File: src/rtl/keypad_controller.sv
// 4x4 keypad scanner: one-hot row drive, 2-flop column sync, press/release debounce, one event per press.
// Latency: key_valid rises DEB_CYCLES cycles after DEBOUNCE entry; no backpressure, events are fire-and-forget pulses.
module keypad_controller #(
    parameter int SCAN_DIV   = 4800,
    parameter int DEB_CYCLES = 240000
) (
    input  logic       clk,
    input  logic       reset,
    input  logic [3:0] cols_n,
    output logic [3:0] rows,
    output logic       key_valid,
    output logic [3:0] key_code,
    output logic [3:0] digit_new,
    output logic [3:0] digit_old,
    output logic       busy
);

    localparam int DW = (SCAN_DIV > 1) ? $clog2(SCAN_DIV) : 1;
    localparam int BW = (DEB_CYCLES > 1) ? $clog2(DEB_CYCLES) : 1;
    localparam logic [DW-1:0] DWELL_LAST = DW'(SCAN_DIV - 1);
    localparam logic [BW-1:0] DEB_LAST   = BW'(DEB_CYCLES - 1);

    typedef enum logic [1:0] {SCAN, DEBOUNCE, HELD, RELEASE} state_t;

    state_t        state, state_nxt;
    logic [3:0]    sync1, cs;
    logic [3:0]    rows_nxt;
    logic [DW-1:0] dwell, dwell_nxt;
    logic [BW-1:0] deb, deb_nxt;
    logic [3:0]    col_lat, col_nxt;
    logic          valid_nxt;
    logic [3:0]    code_nxt, new_nxt, old_nxt;
    logic [3:0]    key_dec;

    function automatic logic one_low(input logic [3:0] v);
        case (v)
            4'b0111, 4'b1011, 4'b1101, 4'b1110: one_low = 1'b1;
            default:                            one_low = 1'b0;
        endcase
    endfunction

    function automatic logic [3:0] decode(input logic [3:0] r, input logic [3:0] cpat);
        logic [1:0] ri, ci;
        case (r)
            4'b1000: ri = 2'd0;
            4'b0100: ri = 2'd1;
            4'b0010: ri = 2'd2;
            default: ri = 2'd3;
        endcase
        case (cpat)
            4'b0111: ci = 2'd0;
            4'b1011: ci = 2'd1;
            4'b1101: ci = 2'd2;
            default: ci = 2'd3;
        endcase
        case ({ri, ci})
            4'h0: decode = 4'h1;
            4'h1: decode = 4'h2;
            4'h2: decode = 4'h3;
            4'h3: decode = 4'hA;
            4'h4: decode = 4'h4;
            4'h5: decode = 4'h5;
            4'h6: decode = 4'h6;
            4'h7: decode = 4'hB;
            4'h8: decode = 4'h7;
            4'h9: decode = 4'h8;
            4'hA: decode = 4'h9;
            4'hB: decode = 4'hC;
            4'hC: decode = 4'hE;
            4'hD: decode = 4'h0;
            4'hE: decode = 4'hF;
            default: decode = 4'hD;
        endcase
    endfunction

    // rows stays frozen outside SCAN, so it doubles as the latched row
    assign key_dec = decode(rows, col_lat);
    assign busy    = (state != SCAN);

    always_comb begin
        state_nxt = state;
        rows_nxt  = rows;
        dwell_nxt = dwell;
        deb_nxt   = deb;
        col_nxt   = col_lat;
        valid_nxt = 1'b0;
        code_nxt  = key_code;
        new_nxt   = digit_new;
        old_nxt   = digit_old;
        case (state)
            SCAN: begin
                if (dwell == DWELL_LAST) begin
                    dwell_nxt = '0;
                    if (one_low(cs)) begin
                        col_nxt   = cs;
                        deb_nxt   = '0;
                        state_nxt = DEBOUNCE;
                    end else begin
                        rows_nxt = {rows[0], rows[3:1]};
                    end
                end else begin
                    dwell_nxt = dwell + DW'(1);
                end
            end
            DEBOUNCE: begin
                if (cs == col_lat) begin
                    if (deb == DEB_LAST) begin
                        state_nxt = HELD;
                        valid_nxt = 1'b1;
                        code_nxt  = key_dec;
                        new_nxt   = key_dec;
                        old_nxt   = digit_new;
                    end else begin
                        deb_nxt = deb + BW'(1);
                    end
                end else begin
                    state_nxt = SCAN;
                    dwell_nxt = '0;
                end
            end
            HELD: begin
                if (cs == 4'b1111) begin
                    deb_nxt   = '0;
                    state_nxt = RELEASE;
                end
            end
            RELEASE: begin
                if (cs == 4'b1111) begin
                    if (deb == DEB_LAST) begin
                        state_nxt = SCAN;
                        rows_nxt  = {rows[0], rows[3:1]};
                        dwell_nxt = '0;
                    end else begin
                        deb_nxt = deb + BW'(1);
                    end
                end else begin
                    state_nxt = HELD;
                end
            end
            default: state_nxt = SCAN;
        endcase
    end

    always_ff @(posedge clk) begin
        if (!reset) begin
            state     <= SCAN;
            sync1     <= 4'b1111;
            cs        <= 4'b1111;
            rows      <= 4'b1000;
            dwell     <= '0;
            deb       <= '0;
            col_lat   <= 4'b1111;
            key_valid <= 1'b0;
            key_code  <= 4'h0;
            digit_new <= 4'h0;
            digit_old <= 4'h0;
        end else begin
            state     <= state_nxt;
            sync1     <= cols_n;
            cs        <= sync1;
            rows      <= rows_nxt;
            dwell     <= dwell_nxt;
            deb       <= deb_nxt;
            col_lat   <= col_nxt;
            key_valid <= valid_nxt;
            key_code  <= code_nxt;
            digit_new <= new_nxt;
            digit_old <= old_nxt;
        end
    end

endmodule
File: config.mk
export PLATFORM = sky130hd
export DESIGN_NAME = keypad_controller
export DESIGN_NICKNAME = d
export VERILOG_FILES = /design/src/rtl/keypad_controller.sv
export SDC_FILE = /design/constraint.sdc
export NUM_CORES = 1
export LEC_CHECK = 0
export CAP_MARGIN = 10
export CORE_ASPECT_RATIO = 1.25
export CORE_MARGIN = 10
export CORE_UTILIZATION = 50
export CTS_CLUSTER_SIZE = 24
export DETAILED_ROUTE_END_ITERATION = 12
export PLACE_DENSITY = 0.73
export SYNTH_ARGS = -nofsm -noshare
export SYNTH_HDL_FRONTEND = slang
export SYNTH_SLANG_ARGS = --single-unit
File: constraint.sdc
create_clock -name clk -period 4.2 [get_ports clk]
set_input_delay 0.84 -clock clk [delete_from_list [all_inputs] [get_ports clk]]
set_output_delay 0.84 -clock clk [all_outputs]
set_load 0.05 [all_outputs]
==> flow_summary.json <==
{
  "slowest_stage": "clkdlybuf4s50_1",
  "finalSetupTns_ps": 0,
  "worst_r2r_endpoint": "deb[5]$_SDFFE_PN0P_",
  "ys_dominant_reg_cell": "dfxtp_1",
  "part_of_the_total_power_dissipated_in_sequential_elements_pct": 49.8,
  "cp_max_fo": 7,
  "yosysSeqAreaShare_pct": 32.77,
  "tritoncts": "built",
  "port_buffers": 23,
  "critical_path.max_stage_delay_ps": 800,
  "worst_min_delay_path_class": "reg -> reg",
  "finalCriticalPeriod_ps": 2819,
  "chipHeight_um": 114.1,
  "finish.instance_area_mm2": 0.003949,
  "final-max-slew-violation-count": 0,
  "postSynthCellCount": 431,
  "relSlewSlack_pct": 32.10,
  "number_of_filler_instances_in_the_final_layout": 651,
  "postRouteAntennaNets": 0,
  "critPathRequiredTime_ps": 3360,
  "htreeDepth": 3,
  "route.vias.total": 3349,
  "clock_root_cell": "clkbuf_8",
  "nets": 447,
  "rows": 34,
  "post_synth_instance_area_mm2": 0.003543,
  "num_antenna_cells": 0,
  "cts.path.max_buffers": 2,
  "netlist_top_cells_count": "58 x dfxtp_1, 52 x nand2_1, 26 x nor2_1, 22 x clkbuf_1, 21 x a21oi_1",
  "p_per_area_mw_per_mm2": 285.2,
  "critical_path.startpoint_type": "flop",
  "final_hold_viol_count": 0,
  "first_pass_grt_wire_length_mm": 14.71,
  "worstRegToRegCells": 7,
  "multi_input_area_mm2": 0.002175,
  "post-cts-setup-buffers": 0,
  "ir_worst_vdd_mv": 0.1521,
  "p_sw_uw": 253.5,
  "post_drt_wl_per_cell_um": 16.07,
  "synth_most_common_cell": "dfxtp_1",
  "timing.fmax_ghz": 0.3547,
  "synth_largest_type_area_fraction_pct": 32.77,
  "synthXorXnorAreaFrac_pct": 1.730,
  "comb_power_share_pct": 3.3,
  "rsz0062_at_grt": "no",
  "net_count_synth": 445,
  "cts_clk_pin_slew_worst_paths_ps": 70,
  "synth.area.mux_share_pct": 4.308,
  "synth-async-reset-ratio_pct": 0,
  "synthDominantAreaCellType": "dfxtp_1",
  "detailed_route_wire_length_mm": 8.487,
  "layout-drive-gt1-share_pct": 7.991,
  "critical_path.most_common_cell": "inv_1",
  "drc": 0,
  "initial_antenna_violation_count": 0,
  "clock_latency_ps": 350,
  "post_dp_area_mm2": 0.003745,
  "io_pins": 24,
  "worstHoldStart": "sync1[2]$_SDFF_PN1_",
  "post_synth_fa_ha_maj_area_fraction_pct": 2.825,
  "holdBufCountCts": 0,
  "timing.hold.worst_path_depth": 1,
  "synth_top_family_by_area": "simple AND/OR/NAND/NOR gates",
  "place.detailed.hpwl_mm": 5.890,
  "synth_compound_gate_area_share_pct": 22.85,
  "tritoncts.num_buffers": 9,
  "firstDrtPassIters": 7,
  "gpl.final_weighted_congestion": 0.8978,
  "path_cells": "inv_1, ha_1, inv_1, clkdlybuf4s50_1",
  "grt_remaining_overflow": 0,
  "detail_route.vias_per_cell": 6.343,
  "global_route.usage.total_pct": 16.43,
  "p_leak_nw": 1.388,
  "first_global_vias": 3125,
  "crit_path_end_kind": "output port",
  "arrival_time_at_the_worst_endpoint_ps": 1980,
  "grt_start_max_net_pins": 60,
  "timing.rr.start": "dwell[0]$_SDFFE_PN0P_",
  "ff_latch_area_mm2": 0.001161,
  "post_cts.resized_instances": 0,
  "yosys.area_share.simple_pct": 29.66,
  "chipWidth_um": 95.30,
  "finClkSkew_ps": 11.77,
  "setup_viol": 0,
  "worstHoldEndpoint": "cs[2]$_SDFF_PN1_",
  "intPower_uw": 872.6,
  "synth_seq_cells": 58,
  "yosys.cell_types.count": 69,
  "syn-mean-instance-area_um2": 8.221,
  "areaGrowthSynthToFinish_pct": 11.44,
  "numClockSinks": 58,
  "die_area_mm2": 0.01088,
  "power.share.switching_pct": 22.51,
  "netlist_top_cells_area": "dfxtp_1 33%, nand2_1 5.5%, mux2i_1 3.7%, a21oi_1 3.0%, ha_1 2.8%",
  "synth_edf_count": 0,
  "crit_type": "reg -> out",
  "reg2reg_setup_slack_ps": 1620,
  "initial_utilization_pct": 51.10,
  "core-area_mm2": 0.006934,
  "max-cap-violations": 0,
  "result_of_the_run": "completed",
  "pwr-share-clk_pct": 46.8,
  "max_slew.worst_pin.slew_ps": 1009,
  "synth-warning-count": 0,
  "detail_route.iter0.violations": 207,
  "post-route-period-util_pct": 67.13
}
-- area by class of cell --
class	instances	share of cell area [%]
Multi-Input combinational cell	326	55.07
Sequential cell	58	29.40
Clock buffer	11	3.834
Clock inverter	5	1.331
Tap cell	90	2.852
Timing Repair Buffer	27	6.464
Inverter	11	1.046
-- layer usage --
layer | up-vias | GRT usage (%) | wire, um
met5 | - | 0 | 0
met4 | 0 | 6.600 | 166
met3 | 18 | 3.806 | 539
met2 | 102 | 27.88 | 4208
met1 | 1597 | 19.26 | 3572
li1 | 1632 | - | -
-- placed cells by master (no fill, tap or decap), drive strengths merged, types with 3 or more instances in the layout --
master	count
dfxtp	58
nand2	52
nor2	26
clkdlybuf4s50	22
a21oi	21
nand3	14
o31ai	14
mux2i	13
nand2b	13
o311ai	12
inv	11
a31oi	11
clkbuf	11
nor3	11
o41ai	10
nand4	10
and2	9
o21ai	9
ha	8
nand4b	7
xnor2	7
or3	7
nand3b	6
and3	5
nor4	5
buf	5
a41oi	4
or4b	3
or2	3
o22ai	3
a311oi	3
clkinv	3
nor3b	3
-- flip-flops by register name (all words and copies together) (netlist names) --
name and count:
digit_new 4, rows 4, sync1 4, deb 18, digit_old 4, dwell 13
col_lat 4, state 2, cs 4, key_valid 1
-- logic make-up after synthesis --
group | after synthesis
adder cells (fa/ha/maj) | 8
AO/OA/AOI/OAI | 110
flip-flops | 58
XOR/XNOR | 7
multiplexers | 15
buffers and inverters | 47
AND/OR/NAND/NOR | 186
-- per-stage QoR --
step / total power, mW / std cells / hold WS [ps] / utilization (%) / worst slack, ps
final: 1.126 / 528 / 406.0 / 56.95 / 1381
after global routing: 1.168 / 528 / 418.0 / 56.95 / 1252
after CTS: 1.136 / 528 / 406.6 / 56.95 / 1363
after detailed placement: 0.6114 / 512 / 392.2 / 54.01 / 1496
after global placement: 0.6099 / 512 / 388.5 / 54.01 / 1547
after floorplan: 0.5996 / 431 / 386.3 / - / 1995
-- worst max path at each step --
stage | slack (ps) | depth (start not counted) | startpoint | endpoint
detailed placement | 1500 | 5 | reset | deb[3]$_SDFFE_PN0P_
global route | 1250 | 4 | state[0]$_SDFFE_PN0P_ | busy
CTS | 1360 | 4 | state[0]$_SDFFE_PN0P_ | busy
floorplan | 1990 | 9 | col_lat[0]$_SDFFE_PN1P_ | digit_new[0]$_SDFFE_PN0P_
global placement | 1550 | 5 | reset | deb[3]$_SDFFE_PN0P_
finish | 1380 | 4 | state[0]$_SDFFE_PN0P_ | busy
-- power by group through the flow --
stage | Combinational (mW) | Clock, mW | Sequential [mW]
3_3_place_gp | 0.0366 | 0 | 0.573
2_1_floorplan | 0.0284 | 0 | 0.571
6_report | 0.0376 | 0.527 | 0.561
3_5_place_dp | 0.0379 | 0 | 0.574
5_1_grt | 0.0424 | 0.563 | 0.562
4_1_cts | 0.0380 | 0.537 | 0.561
-- critical path: cells and delay by family (launching register included) --
family | cells | cell delay [ps]
adder cells (fa/ha/maj) | 1 | 290
flip-flops | 1 | 370
buffers and inverters | 3 | 970
Power figures use the tool's default switching activity.
